`src/rtl/imem_loader.sv`:
```
// Boot-time instruction memory loader: streams words into IMEM, holds the core in reset
// for a flush window, then releases it. Define IMEM_LOADER_NOP_FILL_EN to pad unused IMEM with NOPs.
module imem_loader #(
  parameter int ADDR_W     = 8,
  parameter int RST_CYCLES = 2
) (
  input  logic              clk,
  input  logic              rst,
  input  logic              start,
  input  logic              in_valid,
  input  logic [31:0]       in_data,
  input  logic              in_last,
  output logic              in_ready,
  output logic              imem_we,
  output logic [ADDR_W-1:0] imem_addr,
  output logic [31:0]       imem_wdata,
  output logic              core_rst,
  output logic              enable,
  output logic              busy,
  output logic              err_overflow,
  output logic [ADDR_W:0]   word_count
);

  localparam logic [2:0] S_IDLE  = 3'd0;
  localparam logic [2:0] S_LOAD  = 3'd1;
`ifdef IMEM_LOADER_NOP_FILL_EN
  localparam logic [2:0] S_FILL  = 3'd2;
  localparam logic [31:0] NOP    = 32'h0000_0013;
`endif
  localparam logic [2:0] S_FLUSH = 3'd3;
  localparam logic [2:0] S_RUN   = 3'd4;
  localparam logic [2:0] S_ERROR = 3'd5;

  localparam logic [ADDR_W-1:0] PTR_MAX    = '1;
  localparam logic [ADDR_W:0]   COUNT_MAX  = {1'b1, {ADDR_W{1'b0}}};
  localparam logic [3:0]        FLUSH_LAST = 4'(RST_CYCLES);

  logic [2:0]        r_state;
  logic [ADDR_W-1:0] r_ptr;
  logic [ADDR_W:0]   r_word_count;
  logic              r_err;
  logic              r_we;
  logic [ADDR_W-1:0] r_addr;
  logic [31:0]       r_wdata;
  logic              r_core_rst;
  logic              r_enable;
  logic [3:0]        r_flush_cnt;

  logic [2:0]        w_next_state;
  logic [2:0]        w_after_load;
  logic              w_accept;
  logic              w_start_load;
  logic              w_ptr_at_max;

  assign in_ready     = (r_state == S_LOAD);
  assign w_accept     = in_valid && in_ready;
  assign w_ptr_at_max = (r_ptr == PTR_MAX);
  assign w_start_load = start &&
                        ((r_state == S_IDLE) || (r_state == S_RUN) || (r_state == S_ERROR));
  assign busy         = !((r_state == S_IDLE) || (r_state == S_RUN) || (r_state == S_ERROR));

  // A program that already fills the whole memory has nothing left to pad.
`ifdef IMEM_LOADER_NOP_FILL_EN
  assign w_after_load = w_ptr_at_max ? S_FLUSH : S_FILL;
`else
  assign w_after_load = S_FLUSH;
`endif

  always_comb begin
    w_next_state = r_state;
    case (r_state)
      S_IDLE, S_RUN, S_ERROR: begin
        if (start) w_next_state = S_LOAD;
      end
      S_LOAD: begin
        if (w_accept) begin
          if (in_last)           w_next_state = w_after_load;
          else if (w_ptr_at_max) w_next_state = S_ERROR;
        end
      end
`ifdef IMEM_LOADER_NOP_FILL_EN
      S_FILL: begin
        if (w_ptr_at_max) w_next_state = S_FLUSH;
      end
`endif
      // The flush window opens only once the final write strobe has dropped.
      S_FLUSH: begin
        if (!r_we && (r_flush_cnt == FLUSH_LAST)) w_next_state = S_RUN;
      end
      default: w_next_state = S_IDLE;
    endcase
  end

  // NOTE: sequential state uses non-blocking assignments so every flop samples pre-edge values.
  always_ff @(posedge clk or posedge rst) begin
    if (rst) begin
      r_state      <= S_IDLE;
      r_ptr        <= '0;
      r_word_count <= '0;
      r_err        <= 1'b0;
      r_we         <= 1'b0;
      r_addr       <= '0;
      r_wdata      <= '0;
      r_core_rst   <= 1'b1;
      r_enable     <= 1'b0;
      r_flush_cnt  <= '0;
    end else begin
      r_state    <= w_next_state;
      r_we       <= 1'b0;
      r_core_rst <= (w_next_state != S_RUN);
      r_enable   <= (w_next_state == S_RUN);

      if (w_start_load) begin
        r_ptr        <= '0;
        r_word_count <= '0;
        r_err        <= 1'b0;
      end

      if (w_accept) begin
        r_we    <= 1'b1;
        r_addr  <= r_ptr;
        r_wdata <= in_data;
        r_ptr   <= r_ptr + 1'b1;
        if (r_word_count != COUNT_MAX) r_word_count <= r_word_count + 1'b1;
        if (!in_last && w_ptr_at_max)  r_err        <= 1'b1;
      end

`ifdef IMEM_LOADER_NOP_FILL_EN
      if (r_state == S_FILL) begin
        r_we    <= 1'b1;
        r_addr  <= r_ptr;
        r_wdata <= NOP;
        r_ptr   <= r_ptr + 1'b1;
      end
`endif

      if ((w_next_state == S_FLUSH) && (r_state != S_FLUSH)) begin
        r_flush_cnt <= '0;
      end else if ((r_state == S_FLUSH) && !r_we) begin
        r_flush_cnt <= r_flush_cnt + 1'b1;
      end
    end
  end

  assign imem_we      = r_we;
  assign imem_addr    = r_addr;
  assign imem_wdata   = r_wdata;
  assign core_rst     = r_core_rst;
  assign enable       = r_enable;
  assign err_overflow = r_err;
  assign word_count   = r_word_count;

endmodule

```
`config.mk`:
```
export PLATFORM = sky130hd
export DESIGN_NAME = imem_loader
export DESIGN_NICKNAME = d
export VERILOG_FILES = /design/src/rtl/imem_loader.sv
export SDC_FILE = /design/constraint.sdc
export NUM_CORES = 1
export LEC_CHECK = 0
export CORE_MARGIN = 2
export CORE_UTILIZATION = 48
export DETAILED_ROUTE_END_ITERATION = 8
export GPL_ROUTABILITY_DRIVEN = 0
export PLACE_DENSITY_LB_ADDON = 0.05
export SETUP_SLACK_MARGIN = 0.05
export SLEW_MARGIN = 20
export SYNTH_ARGS = -nofsm -noshare
export SYNTH_HDL_FRONTEND = slang
export SYNTH_SLANG_ARGS = --single-unit
```
`constraint.sdc`:
```
create_clock -name clk -period 3.5 [get_ports clk]
set_clock_uncertainty 0.2 [all_clocks]
set_input_delay 0.525 -clock clk [delete_from_list [all_inputs] [get_ports clk]]
set_output_delay 0.525 -clock clk [all_outputs]
set_load 0.02 [all_outputs]
```
==> results of run 1 <==
-- state kept, by name (all words and copies together), names as in the netlist --
signal	cells
imem_wdata	32
word_count	9
imem_addr	8
r_ptr	8
r_flush_cnt	4
r_state	3
core_rst	1
enable	1
err_overflow	1
imem_we	1
-- worst max path at each step --
stage | start | endpoint | slack, ns | cells past startpoint
final | r_state[2] | in_ready | 1.01 | 3
after global routing | r_state[2] | in_ready | 0.93 | 3
after CTS | r_state[2] | in_ready | 1.01 | 3
after detailed placement | in_valid | word_count[3] | 1.13 | 5
after global placement | in_valid | word_count[5] | 1.18 | 6
after floorplan | rst | enable | 1.07 | 1
-- cell families (layout without fill, tap and decap cells) --
logic type | after synthesis | after routing | share of synthesized area, %
muxes | 4 | 4 | 1.42
xor gates and xnor gates | 5 | 5 | 1.50
adders and majority gates | 5 | 5 | 2.15
DFF | 68 | 68 | 58.5
AOI/OAI and AO/OA | 33 | 33 | 6.53
and+or+nand+nor | 180 | 180 | 26.5
buffers and inverters | 20 | 119 | 3.44
-- final cells by class --
class                           count  area (um^2)  area share, %
Inverter                            8         32.5          0.793
Clock buffer                       13          159           3.87
Sequential cell                    68         1700           41.5
Clock inverter                      3         45.0           1.10
Multi-Input combinational cell    227         1110           27.2
Timing Repair Buffer               95          953           23.2
Tap cell                           75         93.8           2.29
-- synth_stat cells, types with 3 or more instances --
| library cell | number |
|---|---|
| nor3_1 | 5 |
| xor2_1 | 3 |
| inv_1 | 7 |
| ha_1 | 5 |
| nor2_1 | 13 |
| mux2i_1 | 3 |
| dfrtp_1 | 67 |
| a21oi_1 | 6 |
| buf_2 | 6 |
| o21ai_0 | 15 |
| nand3_1 | 7 |
| clkbuf_1 | 3 |
| nand4_1 | 6 |
| nand2_1 | 134 |
| a31oi_1 | 6 |
-- metal layers --
metal / routed length [um] / GRT usage [%] / share of wire, %
met1: 2830 / 26.3 / 45
met2: 2860 / 32.9 / 46
met3: 438 / 4.07 / 7.0
met4: 138 / 10.5 / 2.2
met5: 0 / 0 / 0
-- power groups by stage --
| stage | combinational (mW) | sequential [mW] | clock, mW |
|---|---|---|---|
| after floorplan | 0.684 | 1.56 | 0 |
| after global placement | 1.60 | 1.30 | 0 |
| after detailed placement | 1.64 | 1.30 | 0 |
| after CTS | 1.64 | 1.29 | 0.667 |
| after global routing | 1.79 | 1.34 | 0.699 |
| final | 1.62 | 1.29 | 0.650 |
==> metrics.yaml, run 1 <==
dpl.cell_count: 473
finalSetupViolCount: 0
post-route-min-period_ns: 2.49
yosys.area.top_type: "dfrtp_1"
fin_util_pct: 69.7
cp.arrival_ns: 1.76
placement.io_buffers: 91
fin_crit_sh_pct: 71.1
diodes: 0
grt_pass1_vias: 2375
drive_above_1_share_pct: 6.52
hold_slack_ns: 0.272
synth_seq_cells: 68
cts.sinks: 68
fill_cells: 488
cts_buffers: 9
max-cap-violations: 0
ioPinCount: 92
crit_chain: "nand2b_1, nor2_1, clkdlybuf4s50_1"
drtPass1Iterations: 4
slew_headroom_pct: 56.8
grt_overflow: 0
postSynthAreaPerCell_um2: 9.25
cts-root-buf: "clkbuf_8"
post_drt_wl_per_cell_um: 12.8
most-common-layout-cells: "nand2_1, clkdlybuf4s50_1, dfrtp_1, o21ai_0, nor2_1"
hold_viol_final: 0
cts_resized: 0
htreeDepth: 3
grt_start_max_net_pins: 55
yosysTopAreaCellShare_pct: 57.6
synth_edf_count: 0
nets: 451
clkTransAtPathRegs_ns: 0.07
vias: 2425
r2r-start: "r_state[1]"
dp_slack_ns: 1.13
pwr-share-comb_pct: 45.5
endpoint_kind: "output pin"
dpl_cell_area_um2: 3900
start_util_pct: 49.5
area_growth_pct: 40.8
clkPwrFrac_pct: 18.3
synth_nets: 357
synthArstFlopShare_pct: 100
slew_violations: 0
cp-start-kind: "flop"
critical_path.slowest_cell: "clkdlybuf4s50_1"
avgViaCountPerCell: 4.96
power_density_nw_per_um2: 868
dp_hpwl_um: 4170
ys_types: 37
worstPathRequired_ns: 2.77
core_um2: 5890
stdcell_area_um2: 4100
synth_area_leaders: "dfrtp_1, nand2_1, o21ai_0, ha_1, nor2_1"
finalPower_mw: 3.56
finalWorstSetupSlack_ns: 1.01
grt_usage_pct: 20.5
die_y_um: 81.9
worst-setup-path-type: "reg2out"
intPower_mw: 2.16
p_seq_share_pct: 36.3
final_common_cell: "nand2_1"
cp_top_family: "buffers and inverters"
rows: 28
reg2reg_depth: 4
drc: 0
cts.hold.buffers_added: 0
die_w_um: 81.9
hold_class: "in2async"
clock_latency_ns: 0.34
wirelength_um: 6270
switching_power_mw: 1.40
antenna_found_initial: 0
drtIter0Drc: 152
fmax_mhz: 402
grt_setup_unrepaired: "false"
ys_seq_area_share_pct: 58.5
syn_inst: 315
cp_max_fo: 6
yosysWarnings: 0
crit_path_max_incr_delay_ns: 0.61
tns_ns: 0
power.share.switching_pct: 39.2
dieArea_um2: 6710
mappedNetlistArea_um2: 2910
crit_buf_inv: 1
p_leak_nw: 1.95
synthFlopType: "dfrtp_1"
antenna_left: 0
cts_tree: "done"
cts_setup_buffers: 0
fin_cells: 489
status: "complete, no violations"
cts_max_path_buffers: 2
worstReg2RegEnd: "word_count[3]"
tightest_slew_ns: 0.639
worst-r2r-setup-slack_ns: 1.53
ir_worst_vdd_mv: 0.834
grt_pass1_wl_um: 10400
Note: power is estimated with default switching activity, not from simulation.
==> inputs of run 2 (changes only) <==
Settings changed: CORE_UTILIZATION 48 to 46.
Clock period 3.5 ns to 2.54 ns, I/O delays scaled along.
==> run 2 against run 1 <==
  * Largest cell class unchanged
  * Critical path depth unchanged
  * Global-route usage down 1.1 points
  * Via count up 0.66%
  * Setup slack worse by 0.80 ns
  * Highest routed layer unchanged
  * Sequential share of layout area down 0.35 points
  * First-iteration DRC count down 21%
  * Sequential power up 38%
==> metrics.yaml, run 2 (synthesis results as in run 1) <==
tns_ns: 0
max-cap-violations: 0
most-common-layout-cells: "nand2_1, clkdlybuf4s50_1, dfrtp_1, o21ai_0, nor2_1"
antenna_found_initial: 0
cts.hold.buffers_added: 0
fmax_mhz: 429
core_um2: 6030
status: "complete, no violations"
htreeDepth: 3
hold_class: "in2async"
power_density_nw_per_um2: 1220
drtIter0Drc: 120
cts_setup_buffers: 0
cts_buffers: 9
die_w_um: 83.6
cts_max_path_buffers: 2
cp_max_fo: 6
ir_worst_vdd_mv: 0.695
fin_crit_sh_pct: 91.8
clock_latency_ns: 0.33
wirelength_um: 6440
fin_cells: 491
dp_hpwl_um: 4490
critical_path.slowest_cell: "clkdlybuf4s50_1"
start_util_pct: 48.3
cts-root-buf: "clkbuf_8"
drive_above_1_share_pct: 7.45
hold_viol_final: 0
grt_overflow: 0
clkTransAtPathRegs_ns: 0.08
avgViaCountPerCell: 4.97
crit_path_max_incr_delay_ns: 0.61
die_y_um: 83.6
rows: 28
antenna_left: 0
slew_headroom_pct: 64.1
worstPathRequired_ns: 1.96
p_leak_nw: 1.98
cts.sinks: 68
dieArea_um2: 6980
grt_start_max_net_pins: 46
grt_setup_unrepaired: "false"
finalPower_mw: 5.03
finalWorstSetupSlack_ns: 0.208
area_growth_pct: 42.0
post-route-min-period_ns: 2.33
cp-start-kind: "flop"
post_drt_wl_per_cell_um: 13.1
fin_util_pct: 68.6
slew_violations: 0
worst-setup-path-type: "reg2out"
grt_usage_pct: 19.4
crit_chain: "nand2b_1, nor2_1, clkdlybuf4s50_1"
drtPass1Iterations: 4
endpoint_kind: "output pin"
finalSetupViolCount: 0
largest_reg_flops: 32
vias: 2441
grt_pass1_wl_um: 11100
cts_resized: 0
diodes: 0
grt_pass1_vias: 2424
dpl.cell_count: 475
tightest_slew_ns: 0.530
drc: 0
final_common_cell: "nand2_1"
nets: 453
ioPinCount: 92
cts_tree: "done"
placement.io_buffers: 91
dp_slack_ns: 0.376
cp.arrival_ns: 1.75
[run 2: cell types whose count changed in the layout (fill, tap and decap cells not counted)]
cell / change
buf_4: +2
clkbuf_1: -2
clkinv_2: +2
bufinv_16: +1
clkbuf_8: -1
clkinvlp_4: -1
inv_6: +1
[run 2: final timing paths]
kind	cells past startpoint	from	slack, ns	to
max in group asynchronous	3	rst	1.29	r_state[2]
min in group clk	2	imem_wdata[0]	0.27	imem_wdata[0]
min	2	rst	0.23	imem_wdata[19]
max reg2reg	6	r_state[1]	0.67	r_ptr[5]
min reg2reg	2	imem_wdata[0]	0.27	imem_wdata[0]
max	3	r_state[2]	0.21	in_ready
[run 2: final cells by class]
type,instances,area [um^2]
Fill cell,489,1890
Sequential cell,68,1700
Multi-Input combinational cell,227,1110
Timing Repair Buffer,97,968
Clock buffer,10,138
Tap cell,75,93.8
Clock inverter,6,86.3
Inverter,8,32.5
[run 2: stage by stage]
step                cell area [um^2]  hold WS, ns
floorplan                       2910        0.263
global placement                3910        0.256
detailed placement              3910        0.262
CTS                             4140        0.242
global route                    4140        0.281
finish                          4140        0.226
[run 2: where the power goes]
part           internal (mW)  switching, mW
logic                   1.01           1.25
clock network          0.580          0.418
registers               1.48          0.297
total                   3.07           1.96
[run 2: worst max-delay path, delay by kind of cell (launching register included)]
kind                   cells  cell delay [ns]
and+or+nand+nor            2             0.38
buffers and inverters      1             0.61
DFF                        1             0.43
[run 2: routing by layer]
metal  GRT usage, %  routed length, um
met5              0                  0
met4           7.92                 86
met3           3.66                338
met2           30.9               2920
met1           26.3               3090
